===== src/rtl/mem_wb_pkg.sv =====
`default_nettype none
// ============================================================================
// Module      : mem_wb_pkg
// Description : Shared defines for the MEM/WB pipeline register: register-bus
//               widths and the load-operation encodings carried from MEM.
//               Also provides a decoder that maps unknown encodings to NONE.
// Revision    : 1.0 - initial release
// ============================================================================
package mem_wb_pkg;

    localparam int c_reg_bus_w      = 32;  // RegBus width
    localparam int c_reg_addr_bus_w = 5;   // RegAddrBus width
    localparam int c_ldop_w         = 3;

    typedef enum logic [c_ldop_w-1:0] {
        LDOP_NONE = 3'd0,
        LDOP_LB   = 3'd1,
        LDOP_LBU  = 3'd2,
        LDOP_LH   = 3'd3,
        LDOP_LHU  = 3'd4,
        LDOP_LW   = 3'd5
    } ldop_e;

    // Encodings 6 and 7 are not defined loads; they behave as NONE.
    function automatic ldop_e ldop_decode(input logic [c_ldop_w-1:0] raw);
        if (raw > 3'd5) begin
            return LDOP_NONE;
        end
        return ldop_e'(raw);
    endfunction

endpackage
`default_nettype wire


===== src/rtl/mem_wb_if.sv =====
`default_nettype none
// ============================================================================
// Module      : mem_wb_if
// Description : MEM -> WB bundle. Carries the MEM-stage entry offer (valid/
//               ready handshake, GPR write, load info, HI/LO write) and the
//               WB-stage register-file and HI/LO write ports.
//   slave  : used by mem_wb (consumes mem_*_i, drives mem_ready_o and wb_*)
//   master : used by the MEM-stage side / test driver
// Revision    : 1.0 - initial release
// ============================================================================
interface mem_wb_if
    import mem_wb_pkg::*;
#(
    parameter int DATA_W = c_reg_bus_w,
    parameter int ADDR_W = c_reg_addr_bus_w
) ();

    logic              mem_valid_i;
    logic              mem_ready_o;
    logic              mem_we_i;
    logic [ADDR_W-1:0] mem_waddr_i;
    logic [DATA_W-1:0] mem_wdata_i;
    logic [2:0]        mem_ldop_i;
    logic [1:0]        mem_byteoff_i;
    logic              mem_whilo_i;
    logic [DATA_W-1:0] mem_hi_i;
    logic [DATA_W-1:0] mem_lo_i;

    logic              wb_we_o;
    logic [ADDR_W-1:0] wb_waddr_o;
    logic [DATA_W-1:0] wb_wdata_o;
    logic              wb_whilo_o;
    logic [DATA_W-1:0] wb_hi_o;
    logic [DATA_W-1:0] wb_lo_o;

    modport slave (
        input  mem_valid_i, mem_we_i, mem_waddr_i, mem_wdata_i, mem_ldop_i,
               mem_byteoff_i, mem_whilo_i, mem_hi_i, mem_lo_i,
        output mem_ready_o, wb_we_o, wb_waddr_o, wb_wdata_o, wb_whilo_o,
               wb_hi_o, wb_lo_o
    );

    modport master (
        output mem_valid_i, mem_we_i, mem_waddr_i, mem_wdata_i, mem_ldop_i,
               mem_byteoff_i, mem_whilo_i, mem_hi_i, mem_lo_i,
        input  mem_ready_o, wb_we_o, wb_waddr_o, wb_wdata_o, wb_whilo_o,
               wb_hi_o, wb_lo_o
    );

endinterface
`default_nettype wire


===== src/rtl/mem_wb_load_align.sv =====
`default_nettype none
// ============================================================================
// Module      : load_align
// Description : Combinational little-endian load alignment. Selects the byte
//               or halfword addressed by byteoff from the raw load word and
//               sign- or zero-extends it; LW / NONE / unknown pass through.
//   ldop    : load operation (3 bits)
//   byteoff : load address[1:0]
//   word    : raw load word / ALU result
//   aligned : value to write back
// Revision    : 1.0 - initial release
// ============================================================================
module load_align
    import mem_wb_pkg::*;
#(
    parameter int DATA_W = c_reg_bus_w
) (
    input  wire logic [2:0]        ldop,
    input  wire logic [1:0]        byteoff,
    input  wire logic [DATA_W-1:0] word,
    output logic      [DATA_W-1:0] aligned
);

    logic [7:0]  w_byte;
    logic [15:0] w_half;

    assign w_byte = word[{byteoff, 3'b000} +: 8];
    assign w_half = word[{byteoff[1], 4'b0000} +: 16];

    always_comb begin
        aligned = word;
        case (ldop_decode(ldop))
            LDOP_LB:  aligned = {{(DATA_W-8){w_byte[7]}}, w_byte};
            LDOP_LBU: aligned = {{(DATA_W-8){1'b0}}, w_byte};
            LDOP_LH:  aligned = {{(DATA_W-16){w_half[15]}}, w_half};
            LDOP_LHU: aligned = {{(DATA_W-16){1'b0}}, w_half};
            default:  aligned = word;
        endcase
    end

endmodule
`default_nettype wire


===== src/rtl/mem_wb.sv =====
`default_nettype none
// ============================================================================
// Module      : mem_wb
// Description : MEM/WB pipeline register with one skid entry. Entries are
//               load-aligned on capture, appear on wb_* one cycle after
//               acceptance, and commit once per entry (WB write strobes are
//               masked while stall_i is high). flush_i drops everything and
//               wins over stall_i.
//   clk, rst  : clock, asynchronous active-high reset
//   stall_i   : WB hold, no commit while high
//   flush_i   : discard held and incoming entries
//   bus       : mem_wb_if.slave (MEM offer + WB write ports)
// Config      : define MEM_WB_HILO_EN to store and forward the HI/LO write;
//               otherwise wb_whilo_o / wb_hi_o / wb_lo_o are tied to 0.
// Revision    : 1.0 - initial release
// ============================================================================
module mem_wb
    import mem_wb_pkg::*;
#(
    parameter int DATA_W = c_reg_bus_w,
    parameter int ADDR_W = c_reg_addr_bus_w
) (
    input  wire logic clk,
    input  wire logic rst,
    input  wire logic stall_i,
    input  wire logic flush_i,
    mem_wb_if.slave   bus
);

    logic [DATA_W-1:0] w_aligned;

    load_align #(.DATA_W(DATA_W)) u_load_align (
        .ldop    (bus.mem_ldop_i),
        .byteoff (bus.mem_byteoff_i),
        .word    (bus.mem_wdata_i),
        .aligned (w_aligned)
    );

    // Valid/ready state. r_ready always equals !r_skid_valid but is its own
    // flop so mem_ready_o has no path from stall_i.
    logic r_out_valid;
    logic r_skid_valid;
    logic r_ready;

    logic              r_out_we;
    logic [ADDR_W-1:0] r_out_waddr;
    logic [DATA_W-1:0] r_out_wdata;
    logic              r_skid_we;
    logic [ADDR_W-1:0] r_skid_waddr;
    logic [DATA_W-1:0] r_skid_wdata;

    logic w_accept;
    logic w_out_from_skid;
    logic w_out_from_in;
    logic w_skid_load;
    logic w_out_valid_nxt;
    logic w_skid_valid_nxt;

    assign w_accept        = bus.mem_valid_i & r_ready & ~flush_i;
    assign w_out_from_skid = ~flush_i & ~stall_i & r_skid_valid;
    assign w_out_from_in   = ~flush_i & ~stall_i & ~r_skid_valid & w_accept;
    // Incoming entry parks in skid while WB holds, or while skid drains to out.
    assign w_skid_load     = w_accept & (stall_i | r_skid_valid);

    assign w_out_valid_nxt  = flush_i ? 1'b0 :
                              stall_i ? r_out_valid :
                                        (r_skid_valid | w_accept);
    assign w_skid_valid_nxt = flush_i         ? 1'b0 :
                              w_skid_load     ? 1'b1 :
                              w_out_from_skid ? 1'b0 : r_skid_valid;

    always_ff @(posedge clk or posedge rst) begin
        if (rst) begin
            r_out_valid  <= 1'b0;
            r_skid_valid <= 1'b0;
            r_ready      <= 1'b1;
        end else begin
            r_out_valid  <= w_out_valid_nxt;
            r_skid_valid <= w_skid_valid_nxt;
            r_ready      <= ~w_skid_valid_nxt;
        end
    end

    always_ff @(posedge clk or posedge rst) begin
        if (rst) begin
            r_out_we     <= 1'b0;
            r_out_waddr  <= '0;
            r_out_wdata  <= '0;
            r_skid_we    <= 1'b0;
            r_skid_waddr <= '0;
            r_skid_wdata <= '0;
        end else begin
            if (w_out_from_skid) begin
                r_out_we    <= r_skid_we;
                r_out_waddr <= r_skid_waddr;
                r_out_wdata <= r_skid_wdata;
            end else if (w_out_from_in) begin
                r_out_we    <= bus.mem_we_i;
                r_out_waddr <= bus.mem_waddr_i;
                r_out_wdata <= w_aligned;
            end
            if (w_skid_load) begin
                r_skid_we    <= bus.mem_we_i;
                r_skid_waddr <= bus.mem_waddr_i;
                r_skid_wdata <= w_aligned;
            end
        end
    end

    assign bus.mem_ready_o = r_ready;
    // Masking with !stall_i means a held entry strobes only on its last cycle.
    assign bus.wb_we_o     = r_out_valid & r_out_we & (r_out_waddr != '0) & ~stall_i;
    assign bus.wb_waddr_o  = r_out_waddr;
    assign bus.wb_wdata_o  = r_out_wdata;

`ifdef MEM_WB_HILO_EN
    logic              r_out_whilo;
    logic [DATA_W-1:0] r_out_hi;
    logic [DATA_W-1:0] r_out_lo;
    logic              r_skid_whilo;
    logic [DATA_W-1:0] r_skid_hi;
    logic [DATA_W-1:0] r_skid_lo;

    always_ff @(posedge clk or posedge rst) begin
        if (rst) begin
            r_out_whilo  <= 1'b0;
            r_out_hi     <= '0;
            r_out_lo     <= '0;
            r_skid_whilo <= 1'b0;
            r_skid_hi    <= '0;
            r_skid_lo    <= '0;
        end else begin
            if (w_out_from_skid) begin
                r_out_whilo <= r_skid_whilo;
                r_out_hi    <= r_skid_hi;
                r_out_lo    <= r_skid_lo;
            end else if (w_out_from_in) begin
                r_out_whilo <= bus.mem_whilo_i;
                r_out_hi    <= bus.mem_hi_i;
                r_out_lo    <= bus.mem_lo_i;
            end
            if (w_skid_load) begin
                r_skid_whilo <= bus.mem_whilo_i;
                r_skid_hi    <= bus.mem_hi_i;
                r_skid_lo    <= bus.mem_lo_i;
            end
        end
    end

    assign bus.wb_whilo_o = r_out_valid & r_out_whilo & ~stall_i;
    assign bus.wb_hi_o    = r_out_hi;
    assign bus.wb_lo_o    = r_out_lo;
`else
    // HI/LO inputs remain on the bundle but are not stored in this build.
    logic w_unused_hilo;
    assign w_unused_hilo  = ^{bus.mem_whilo_i, bus.mem_hi_i, bus.mem_lo_i};

    assign bus.wb_whilo_o = 1'b0;
    assign bus.wb_hi_o    = '0;
    assign bus.wb_lo_o    = '0;
`endif

endmodule
`default_nettype wire


===== src/flat_wrapper.sv =====
// flat-port wrapper written by rule: the top's interface ports become plain ports
module mem_wb_flat import mem_wb_pkg::*;
#(
    parameter int DATA_W = c_reg_bus_w,
    parameter int ADDR_W = c_reg_addr_bus_w
)
  (clk, rst, stall_i, flush_i, bus_mem_valid_i, bus_mem_we_i, bus_mem_waddr_i, bus_mem_wdata_i, bus_mem_ldop_i, bus_mem_byteoff_i, bus_mem_whilo_i, bus_mem_hi_i, bus_mem_lo_i, bus_mem_ready_o, bus_wb_we_o, bus_wb_waddr_o, bus_wb_wdata_o, bus_wb_whilo_o, bus_wb_hi_o, bus_wb_lo_o);
  mem_wb_if #(.DATA_W(DATA_W), .ADDR_W(ADDR_W)) bus_i ();
  input  wire logic clk;
  input  wire logic rst;
  input  wire logic stall_i;
  input  wire logic flush_i;
  input wire logic [$bits(bus_i.mem_valid_i)-1:0] bus_mem_valid_i;
  input wire logic [$bits(bus_i.mem_we_i)-1:0] bus_mem_we_i;
  input wire logic [$bits(bus_i.mem_waddr_i)-1:0] bus_mem_waddr_i;
  input wire logic [$bits(bus_i.mem_wdata_i)-1:0] bus_mem_wdata_i;
  input wire logic [$bits(bus_i.mem_ldop_i)-1:0] bus_mem_ldop_i;
  input wire logic [$bits(bus_i.mem_byteoff_i)-1:0] bus_mem_byteoff_i;
  input wire logic [$bits(bus_i.mem_whilo_i)-1:0] bus_mem_whilo_i;
  input wire logic [$bits(bus_i.mem_hi_i)-1:0] bus_mem_hi_i;
  input wire logic [$bits(bus_i.mem_lo_i)-1:0] bus_mem_lo_i;
  output wire logic [$bits(bus_i.mem_ready_o)-1:0] bus_mem_ready_o;
  output wire logic [$bits(bus_i.wb_we_o)-1:0] bus_wb_we_o;
  output wire logic [$bits(bus_i.wb_waddr_o)-1:0] bus_wb_waddr_o;
  output wire logic [$bits(bus_i.wb_wdata_o)-1:0] bus_wb_wdata_o;
  output wire logic [$bits(bus_i.wb_whilo_o)-1:0] bus_wb_whilo_o;
  output wire logic [$bits(bus_i.wb_hi_o)-1:0] bus_wb_hi_o;
  output wire logic [$bits(bus_i.wb_lo_o)-1:0] bus_wb_lo_o;
  assign bus_i.mem_valid_i = bus_mem_valid_i;
  assign bus_i.mem_we_i = bus_mem_we_i;
  assign bus_i.mem_waddr_i = bus_mem_waddr_i;
  assign bus_i.mem_wdata_i = bus_mem_wdata_i;
  assign bus_i.mem_ldop_i = bus_mem_ldop_i;
  assign bus_i.mem_byteoff_i = bus_mem_byteoff_i;
  assign bus_i.mem_whilo_i = bus_mem_whilo_i;
  assign bus_i.mem_hi_i = bus_mem_hi_i;
  assign bus_i.mem_lo_i = bus_mem_lo_i;
  assign bus_mem_ready_o = bus_i.mem_ready_o;
  assign bus_wb_we_o = bus_i.wb_we_o;
  assign bus_wb_waddr_o = bus_i.wb_waddr_o;
  assign bus_wb_wdata_o = bus_i.wb_wdata_o;
  assign bus_wb_whilo_o = bus_i.wb_whilo_o;
  assign bus_wb_hi_o = bus_i.wb_hi_o;
  assign bus_wb_lo_o = bus_i.wb_lo_o;
  mem_wb #(.DATA_W(DATA_W), .ADDR_W(ADDR_W)) u_core (.clk(clk), .rst(rst), .stall_i(stall_i), .flush_i(flush_i), .bus(bus_i));
endmodule

===== config.mk =====
export PLATFORM = sky130hd
export DESIGN_NAME = mem_wb_flat
export DESIGN_NICKNAME = d
export VERILOG_FILES = /design/src/rtl/mem_wb_pkg.sv /design/src/rtl/mem_wb_if.sv /design/src/rtl/mem_wb_load_align.sv /design/src/rtl/mem_wb.sv /design/src/flat_wrapper.sv
export SDC_FILE = /design/constraint.sdc
export NUM_CORES = 1
export LEC_CHECK = 0
export BUFFER_PORTS_ARGS = -buffer_cell sky130_fd_sc_hd__buf_4
export CORE_ASPECT_RATIO = 0.75
export CORE_MARGIN = 2
export CORE_UTILIZATION = 40
export DETAILED_ROUTE_END_ITERATION = 6
export GPL_TIMING_DRIVEN = 1
export PLACE_DENSITY_LB_ADDON = 0.1
export SLEW_MARGIN = 10
export SYNTH_ARGS = -nofsm -noshare
export SYNTH_HDL_FRONTEND = slang
export SYNTH_SLANG_ARGS = --single-unit

===== constraint.sdc =====
create_clock -name clk -period 4.1 [get_ports clk]
set_input_delay 0.82 -clock clk [delete_from_list [all_inputs] [get_ports clk]]
set_output_delay 0.82 -clock clk [all_outputs]
set_load 0.01 [all_outputs]

* Word level (Yosys, flattened, before mapping)
Index checks and enable logic that the tools add are counted.
Storage, ports and cells: input port bits 113, word-level logic and storage cells 50, register bits 79
Cells by class: eq/ne operators 5, shifts and indexed selects 2, multiplexer cells 15, magnitude comparators 1, bitwise logic cells 16, reduce and logical (&&, ||, !) cells 2
Operators by type and width (count):
- 32-bit one-hot mux with 4 select lines | 1
- 32-bit 2-to-1 mux | 2
- 32-bit by 6-bit variable part select with 16-bit output | 1
- 32-bit by 6-bit variable part select with 8-bit output | 1
- 1-bit bitwise AND | 10
- 5-bit 2-to-1 mux | 2
- 1-bit 2-to-1 mux | 8
- 3-bit by 2-bit equality test with 1-bit output (second input constant) | 2
- 3-bit 2-to-1 mux | 2
- 5-bit nonzero test | 1
- 1-bit inverter | 4
- 3-bit by 1-bit equality test with 1-bit output (second input constant) | 1
- 3-bit equality test (second input constant) | 1
- 3-bit > comparator (second input constant) | 1
- 2-bit by 1-bit inequality test with 1-bit output (second input constant) | 1
- 1-bit OR | 2
- 2-bit nonzero test | 1

* Longest topological paths before layout
Gate-level depths: netlist of the first run.
depth in word-level cells 7, gate-level depth with buffers 8

* Hierarchy
A second synthesis of the first run with hierarchy kept.
Second synthesis, totals: cells, all modules 492, area total of the unflattened synthesis 4854.7 um^2
Modules (own cells, without submodules):
- mem_wb | instances 1, area an instance 3849.9 um^2, cells each 338
- load_align | instances 1, area an instance 1004.7 um^2, cells each 154

* Worst setup path after synthesis of the first run
Ideal clock, no wire load.
path type input port to flip-flop, start point in bus_mem_byteoff_i[0], end point reg u_core.r_skid_wdata[16], buffers on the path 3, library setup time 81 ps, arrival 2122 ps, data required time 4019 ps, cell stages on the path 8, setup slack 1897 ps, path through buf_6 or3b_1 a21oi_2 o311ai_4 nand2b_1 buf_6 buf_6 o211ai_2
Between the ends: word-level cells in the longest chain between the ends 2
RTL lines:
- start: declaration | RTL line flat_wrapper.sv:18 | input wire logic [$bits(bus_i.mem_byteoff_i)-1:0] bus_mem_byteoff_i;
- 32-bit by 6-bit variable part select with 8-bit output | RTL line mem_wb_load_align.sv:27 | assign w_byte = word[{byteoff, 3'b000} +: 8];
- 32-bit one-hot mux with 4 select lines | RTL line mem_wb_load_align.sv:32 | case (ldop_decode(ldop))
- end signal: assignment | RTL line mem_wb.sv:105 | r_skid_wdata <= w_aligned;
- end: declaration | RTL line mem_wb.sv:50 | logic [DATA_W-1:0] r_skid_wdata;
No other way between the ends. A chain may end at the register's enable or synchronous reset.

* Final worst setup path of the first run
start point in bus_mem_byteoff_i[1], end point reg u_core.r_skid_wdata[21]
Between the ends: word-level cells in the longest chain between the ends 2, elaborated cells between the ends (all ways) 3
RTL lines (RTL line):
- 32-bit by 6-bit variable part select with 16-bit output or 32-bit by 6-bit variable part select with 8-bit output (tied branches) | mem_wb_load_align.sv:28, mem_wb_load_align.sv:27
- 32-bit one-hot mux with 4 select lines * | mem_wb_load_align.sv:32
Mark *: on every way between the ends. The rest lies on a longest branch, timed or not.

==> flow_summary.json, run 1 <==
{
  "drive_gt1_share_pct": 21.99,
  "clock_latency_ns": 0.35,
  "cts_inserted_buffers": 9,
  "wl_per_cell_um": 17.63,
  "final_nets": 722,
  "hold_ws_ns": 0.4829,
  "path_clk_slew_ns": 0.06,
  "peakVddDrop_v": 0.0002284,
  "met1_usage_pct": 29.14,
  "hold_violations": 0,
  "setup_viol": 0,
  "post_cts_resized": 0,
  "worstPathRequired_ns": 4.26,
  "num_vias": 4266,
  "finalClockSkew_ns": 0.009116,
  "rsz0062_at_grt": "no",
  "relSlewSlack_pct": 34.24,
  "use_met3_pct": 3.160,
  "path_cells": "buf_4 > inv_1 > a21oi_2 > o311ai_4 > buf_4 > nand2b_1 > o211ai_1",
  "async_flop_share_pct": 100.0,
  "crit_top_cell": "buf_4",
  "avgSynthCellArea_sq_um": 8.916,
  "fmax_mhz": 358.9,
  "antenna_found_initial": 0,
  "synth.distinct_cells": 50,
  "grt_pass1_vias": 3878,
  "hpwl_um": 9621,
  "top_usage_layer": "met2",
  "period_minus_slack_ns": 2.786,
  "power.share.combinational_pct": 25.1,
  "grtUsageMet2_pct": 31.86,
  "die_y_um": 99.72,
  "p_int_mw": 1.971,
  "first_pass_iters": 5,
  "switching_share_pct": 29.07,
  "viasPerCell": 5.497,
  "htree_levels": 3,
  "cts_tree": "done",
  "grt_pass1_wl_um": 21130,
  "end_kind": "register",
  "p_clk_share_pct": 36.3,
  "layout_common_cells": "buf_4, nand2_1, dfrtp_1",
  "route.antenna.remaining_nets": 0,
  "critPathMaxFanout": 34,
  "cap_violations": 0,
  "slowest_delay_ns": 0.71,
  "synth_ff_type": "dfrtp_1",
  "total_power_mw": 2.779,
  "initial_core_util_pct": 41.61,
  "crit_type": "in -> reg",
  "holdCritPathClass": "reg -> reg",
  "cts-root-buf": "clkbuf_16",
  "grt_overflow": 0,
  "portBuffers": 86,
  "synth_enable_flop_cells": 0,
  "place_congestion": 0.8031,
  "die-area_sq_um": 13120,
  "antennaDiodeCount": 0,
  "routed_wl_um": 13680,
  "cp-start-kind": "primary input",
  "cts.path.max_buffers": 2,
  "finalSetupTns_ns": 0,
  "cp_slowest_cell": "nand2b_1",
  "num_rows": 34,
  "synthCells": 548,
  "remaining_drc_errors": 0,
  "clock-sinks": 79,
  "post-route-period-util_pct": 67.95,
  "grt_util_all_layers_pct": 20.45,
  "fp.dieW_um": 131.6,
  "slew_viol_final": 0,
  "drt_iter0_markers": 366,
  "cts_setup_buffers": 0,
  "cellPowerDensity_nw_per_um2": 485.3,
  "syn_to_final_growth_pct": 17.18,
  "ios": 217,
  "worst_slew_pin_slew_ns": 0.9864,
  "seq_area_frac_synth_pct": 40.49,
  "pwr-share-seq_pct": 38.6,
  "ys.warnings.count": 0,
  "cts-hold-fix-buffers": 0,
  "critPathArrivalTime_ns": 2.95,
  "grt_max_degree": 51,
  "leakagePower_nw": 2.724,
  "p_sw_mw": 0.8077,
  "synth-seq-cells": 79,
  "final_common_cell": "buf_4",
  "status": "completed",
  "coreArea_sq_um": 11740,
  "synth_area_sq_um": 4886
}
-- kinds of logic (layout without fill, tap and decap cells) --
family	count (synthesis)	after routing	synth area share (%)
xor gates and xnor gates	1	1	0.1793
and+or+nand+nor	152	152	14.57
DFF	79	79	40.49
AOI/OAI and AO/OA	184	184	27.86
buffers and inverters	125	127	15.54
other	1	65	0.07675
muxes	6	6	1.280
-- area by class of cell --
class                           count  area, sq um
Clock buffer                       10        239.0
Clock inverter                      6        140.1
Fill cell                        1132         6016
Inverter                           19        72.57
Multi-Input combinational cell    408         2402
Sequential cell                    79         1978
Tap cell                          162        202.7
Timing Repair Buffer               92        690.7
-- worst max-delay path, delay by kind of cell --
kind	cells	cell delay (ns)
AO/OA/AOI/OAI	3	0.52
buffers and inverters	3	0.87
AND/OR/NAND/NOR	1	0.71
-- registers in the layout, indices dropped and copies added (netlist names) --
signal,count
u_core.bus.mem_ready_o,1
u_core.r_skid_wdata,32
u_core.bus.wb_waddr_o,5
u_core.r_out_we,1
u_core.r_skid_valid,1
u_core.r_skid_we,1
u_core.r_skid_waddr,5
u_core.bus.wb_wdata_o,32
u_core.r_out_valid,1
-- Yosys cell counts (4+ instances only) --
cell type  count  area [sq um]
nand2_1       89         334.1
dfrtp_1       78          1952
buf_4         69         518.0
a21oi_1       41         205.2
o21ai_0       27         135.1
clkbuf_1      26         97.59
a221o_1       23         230.2
nor2_1        19         71.32
inv_1         18         67.56
a22oi_1       16         120.1
o21ai_1       14         70.07
o211ai_1      13         97.59
a221oi_1      10         87.58
o211ai_2      10         125.1
nor2b_1        9         56.30
a32oi_1        8         70.07
buf_2          7         35.03
a222oi_1       6         60.06
and3b_1        6         52.55
nor3_1         5         25.02
a21oi_2        4         35.03
mux2i_1        4         40.04
-- metrics by stage --
stage          setup slack, ns  std cells  cell area (sq um)  util [%]
6_report                 1.314        776               5725     48.76
5_1_grt                  1.130        776               5725     48.76
4_1_cts                  1.311        776               5725     48.76
3_5_place_dp            0.9729        760               5346     45.54
3_3_place_gp             1.024        760               5346     45.54
2_1_floorplan            1.258        612               5126         -
-- path summary, 6_finish.rpt --
| kind | start | end | slack, ns | cells after the start |
|---|---|---|---|---|
| max | bus_mem_byteoff_i[1] | u_core.r_skid_wdata[21] | 1.31 | 7 |
| min | u_core.r_skid_waddr[3] | u_core.r_skid_waddr[3] | 0.48 | 2 |
| max reg2reg | u_core.bus.mem_ready_o | u_core.bus.wb_wdata_o[1] | 1.85 | 5 |
| min reg2reg | u_core.r_skid_waddr[3] | u_core.r_skid_waddr[3] | 0.48 | 2 |
| max in group asynchronous | rst | u_core.bus.wb_wdata_o[9] | 2.55 | 3 |
| min in group asynchronous | rst | u_core.bus.wb_wdata_o[17] | 0.63 | 2 |
-- power by group through the flow --
| stage | Sequential [mW] | Clock, mW | Combinational, mW |
|---|---|---|---|
| after floorplan | 1.11 | 0 | 0.414 |
| after global placement | 1.08 | 0 | 0.684 |
| after detailed placement | 1.09 | 0 | 0.699 |
| after CTS | 1.07 | 1.02 | 0.701 |
| after global routing | 1.10 | 1.07 | 0.766 |
| final | 1.07 | 1.01 | 0.696 |
-- routing by layer --
metal | vias up | wire length, um
met3 | 16 | 768
li1 | 1990 | -
met5 | - | 0
met2 | 195 | 6316
met1 | 2065 | 6379
met4 | 0 | 213
(Power assumes the default switching activity.)
==> run 2: changes to the inputs <==
clock period = 2.6 ns   (was 4.1 ns; I/O delays follow)
==> run 2 against run 1 <==
Clock-buffer cell count increased by 1. First-iteration DRC count increased by 2.7%. Worst hold slack worse by 0.22 ns. Largest cell class unchanged. Worst setup slack worse by 0.85 ns. Sequential share of layout area did not move. Sequential power up 58%. Total power increased by 43%. Die area is the same. Critical path type is now reg -> out. Global-route usage grew 0.28 points.
==> flow_summary.json, run 2 (synthesized netlist as in run 1, its figures left out) <==
{
  "path_clk_slew_ns": 0.06,
  "syn_to_final_growth_pct": 17.18,
  "cts.path.max_buffers": 2,
  "p_int_mw": 2.723,
  "clock_latency_ns": 0.34,
  "final_common_cell": "buf_4",
  "first_pass_iters": 5,
  "num_vias": 4243,
  "worstPathRequired_ns": 2.08,
  "grt_util_all_layers_pct": 20.73,
  "power.share.combinational_pct": 27.9,
  "r2r_end": "u_core.bus.wb_wdata_o[19]",
  "r2r_start": "u_core.bus.mem_ready_o",
  "grt_overflow": 0,
  "routed_wl_um": 13740,
  "leakagePower_nw": 2.735,
  "cts-hold-fix-buffers": 0,
  "die_y_um": 99.72,
  "switching_share_pct": 31.62,
  "grt_pass1_vias": 3867,
  "clock-sinks": 79,
  "period_minus_slack_ns": 2.132,
  "cp-start-kind": "register",
  "ios": 217,
  "drt_iter0_markers": 376,
  "post_cts_resized": 0,
  "wl_per_cell_um": 17.48,
  "p_clk_share_pct": 29.6,
  "p_sw_mw": 1.259,
  "post-route-period-util_pct": 82.00,
  "initial_core_util_pct": 41.61,
  "rrSetupSlack_ns": 0.56,
  "end_kind": "output pin",
  "finalSetupTns_ns": 0,
  "multi_input_area_sq_um": 2395,
  "cts-root-buf": "clkbuf_16",
  "fmax_mhz": 469.1,
  "viasPerCell": 5.398,
  "cts_setup_buffers": 0,
  "cts_inserted_buffers": 9,
  "status": "completed",
  "coreArea_sq_um": 11740,
  "cap_violations": 0,
  "layout_common_cells": "buf_4, nand2_1, dfrtp_1",
  "hpwl_um": 9727,
  "route.antenna.remaining_nets": 0,
  "holdCritPathClass": "in -> async",
  "die-area_sq_um": 13120,
  "pwr-share-seq_pct": 42.5,
  "htree_levels": 3,
  "peakVddDrop_v": 0.0003368,
  "r2r_cells": 4,
  "antennaDiodeCount": 0,
  "critPathArrivalTime_ns": 1.61,
  "relSlewSlack_pct": 56.31,
  "place_congestion": 0.7972,
  "rsz0062_at_grt": "no",
  "grt_pass1_wl_um": 21590,
  "slew_viol_final": 0,
  "final_cell_area_sq_um": 5725,
  "fp.dieW_um": 131.6,
  "antenna_found_initial": 0,
  "finalClockSkew_ns": 0.006359,
  "worst_slew_pin_slew_ns": 0.6530,
  "cts_tree": "done",
  "drive_gt1_share_pct": 22.92,
  "setup_viol": 0,
  "grt_max_degree": 80,
  "crit_type": "reg -> out",
  "num_rows": 34,
  "remaining_drc_errors": 0,
  "critPathMaxFanout": 3,
  "final_nets": 732,
  "cellPowerDensity_nw_per_um2": 695.6,
  "portBuffers": 86,
  "hold_violations": 0,
  "seq_area_sq_um": 1978,
  "dpl_cell_area_sq_um": 5451,
  "total_power_mw": 3.983,
  "nFillCells": 1136
}
run 2: power groups by stage:
stage | clock, mW | combinational [mW] | sequential, mW
2_1_floorplan | 0 | 0.654 | 1.75
3_3_place_gp | 0 | 1.09 | 1.70
3_5_place_dp | 0 | 1.12 | 1.72
4_1_cts | 1.20 | 1.12 | 1.69
5_1_grt | 1.27 | 1.22 | 1.73
6_report | 1.18 | 1.11 | 1.69
run 2: worst max-delay path by stage:
stage,from,to,slack (ns),cells past startpoint
floorplan,rst,u_core.bus.wb_waddr_o[0],0.06,1
global placement,bus_mem_byteoff_i[1],u_core.r_skid_wdata[31],0.37,8
detailed placement,bus_mem_byteoff_i[1],u_core.r_skid_wdata[17],0.36,8
CTS,u_core.bus.wb_waddr_o[0],bus_wb_we_o,0.48,4
global route,u_core.bus.wb_waddr_o[0],bus_wb_we_o,0.42,4
finish,u_core.bus.wb_waddr_o[0],bus_wb_we_o,0.47,4
run 2: final cells by class:
type                       count  share of cell area, %
clock buffer                  11                  4.240
clock inverter                 5                 0.5463
inverter                      19                  1.267
multi-input combinational    408                  41.83
sequential                    79                  34.55
tap                          162                  3.540
timing repair buffer         102                  14.03
run 2: critical path, stage by stage, from the launching register on:
cell,delay [ns]
dfrtp_1,0.39
or4_1,0.57
nor2_1,0.12
nor3_1,0.06
buf_4,0.13
run 2: stage by stage:
stage / instances / worst slack (ns) / hold WS, ns / util [%]
finish: 786 / 0.4681 / 0.2604 / 48.76
global route: 786 / 0.4172 / 0.2929 / 48.76
CTS: 786 / 0.4786 / 0.2863 / 48.76
detailed placement: 770 / 0.3593 / 0.4637 / 46.43
global placement: 770 / 0.3688 / 0.4612 / 46.43
floorplan: 612 / 0.05827 / 0.4463 / -
run 2: per-layer routing:
metal | vias to the layer above | part of all wire, % | GRT usage (%) | routed length [um]
met4 | 0 | 1.3 | 6.438 | 183
met1 | 2056 | 47 | 30.63 | 6512
li1 | 2003 | - | - | -
met2 | 168 | 46 | 31.33 | 6306
met3 | 16 | 5.4 | 3.109 | 737
met5 | - | 0 | 0 | 0
==> run 3: changes to the inputs <==
clock period = 2.1 ns   (was 2.6 ns; I/O delays follow)
==> run 3 against run 2 <==
Combinational power is 26% higher. Sequential share of layout area fell by 1.0 points. Final cell count increased by 1.5%. Clock skew rose by 0.0011 ns. Die area stayed put. Critical endpoint unchanged. Largest power group unchanged.
==> flow_summary.json, run 3 (synthesized netlist as in run 1, its figures left out) <==
{
  "cap_violations": 0,
  "critPathMaxFanout": 3,
  "hold_ws_ns": 0.1286,
  "cts-hold-fix-buffers": 0,
  "num_vias": 4393,
  "clock-sinks": 79,
  "pwr-share-seq_pct": 39.5,
  "num_rows": 34,
  "slew_viol_final": 0,
  "status": "completed",
  "path_delay_family": "simple AND/OR/NAND/NOR gates",
  "power.share.combinational_pct": 26.3,
  "layout_common_cells": "buf_4, nand2_1, dfrtp_1",
  "path_clk_slew_ns": 0.06,
  "p_sw_mw": 1.586,
  "fmax_mhz": 496.5,
  "wl_per_cell_um": 17.36,
  "cp-start-kind": "register",
  "nFillCells": 1117,
  "critPathArrivalTime_ns": 1.59,
  "holdCritPathClass": "in -> async",
  "grt_util_all_layers_pct": 20.40,
  "die-area_sq_um": 13120,
  "antenna_found_initial": 0,
  "final_nets": 744,
  "route.antenna.remaining_nets": 0,
  "grt_max_degree": 51,
  "relSlewSlack_pct": 63.21,
  "cts.path.max_buffers": 2,
  "coreArea_sq_um": 11740,
  "final_util_pct": 50.27,
  "cts_setup_buffers": 0,
  "period_minus_slack_ns": 2.014,
  "dpl_cell_area_sq_um": 5557,
  "fin_ws_ns": 0.08573,
  "end_kind": "output pin",
  "final_common_cell": "buf_4",
  "portBuffers": 86,
  "switching_share_pct": 29.85,
  "syn_to_final_growth_pct": 20.79,
  "cts-root-buf": "clkbuf_16",
  "grt_pass1_vias": 3986,
  "antennaDiodeCount": 0,
  "slowest_delay_ns": 0.56,
  "setup_viol": 0,
  "routed_wl_um": 13860,
  "fin_cells": 798,
  "cts_tree": "done",
  "drt_iter0_markers": 342,
  "cts_inserted_buffers": 9,
  "leakagePower_nw": 2.827,
  "grt_pass1_wl_um": 21320,
  "remaining_drc_errors": 0,
  "drive_gt1_share_pct": 24.53,
  "peakVddDrop_v": 0.0003741,
  "clock_latency_ns": 0.34,
  "worst_slew_pin_slew_ns": 0.5506,
  "htree_levels": 3,
  "rsz0062_at_grt": "no",
  "cp_slowest_cell": "or4_1",
  "hpwl_um": 9976,
  "post-place-ws_ns": 0.05687,
  "die_y_um": 99.72,
  "p_int_mw": 3.728,
  "cellPowerDensity_nw_per_um2": 900.4,
  "hold_violations": 0,
  "worstPathRequired_ns": 1.68,
  "grt_overflow": 0,
  "viasPerCell": 5.505,
  "finalSetupTns_ns": 0,
  "initial_core_util_pct": 41.61,
  "cp_num_buf_inv": 1,
  "total_power_mw": 5.314,
  "place_congestion": 0.8130,
  "first_pass_iters": 5,
  "dp.cells": 782,
  "finalClockSkew_ns": 0.007441,
  "final_cell_area_sq_um": 5902,
  "post-route-period-util_pct": 95.92,
  "path_cells": "or4_1 > nor2_1 > nor3_1 > buf_4",
  "post_cts_resized": 0,
  "fp.dieW_um": 131.6,
  "crit_type": "reg -> out",
  "ios": 217,
  "p_clk_share_pct": 34.2
}
==> run 3: cell type report <==
class,count,area [sq um],area share [%]
Multi-Input combinational cell,408,2395,40.58
Sequential cell,79,1978,33.52
Timing Repair Buffer,114,905.9,15.35
Clock buffer,9,225.2,3.816
Tap cell,162,202.7,3.434
Clock inverter,7,120.1,2.035
Inverter,19,75.07,1.272
==> run 3: final timing paths <==
kind / to / from / slack, ns / cells after the start
max: bus_wb_we_o / u_core.bus.wb_waddr_o[0] / 0.09 / 4
min: u_core.bus.wb_wdata_o[17] / rst / 0.13 / 2
max reg2reg: u_core.bus.wb_wdata_o[24] / u_core.bus.mem_ready_o / 0.14 / 4
min reg2reg: u_core.r_skid_waddr[1] / u_core.r_skid_waddr[1] / 0.48 / 2
max in group asynchronous: u_core.bus.wb_wdata_o[11] / rst / 1.38 / 3
min in group clk: u_core.r_skid_waddr[4] / bus_mem_waddr_i[4] / 0.27 / 3
==> run 3: worst reg2reg max path, stage by stage, from the launching register on <==
cell and delay, ns:
dfstp_2 0.54, a21oi_1 0.06, or3_1 0.52, buf_4 0.33, a221o_1 0.39
==> run 3: per-layer routing <==
layer | vias to the layer above | share of wire [%] | GRT usage [%]
li1 | 2024 | - | -
met1 | 2158 | 47 | 29.77
met2 | 195 | 45 | 31.29
met3 | 16 | 6.1 | 2.701
met5 | - | 0 | 0
met4 | 0 | 1.7 | 6.940
==> run 3: power by group through the flow <==
stage / combinational, mW / clock [mW] / sequential [mW]
after floorplan: 0.810 / 0 / 2.16
after global placement: 1.37 / 0 / 2.11
after detailed placement: 1.40 / 0 / 2.13
after CTS: 1.40 / 1.85 / 2.10
after global routing: 1.53 / 1.91 / 2.14
final: 1.40 / 1.82 / 2.10
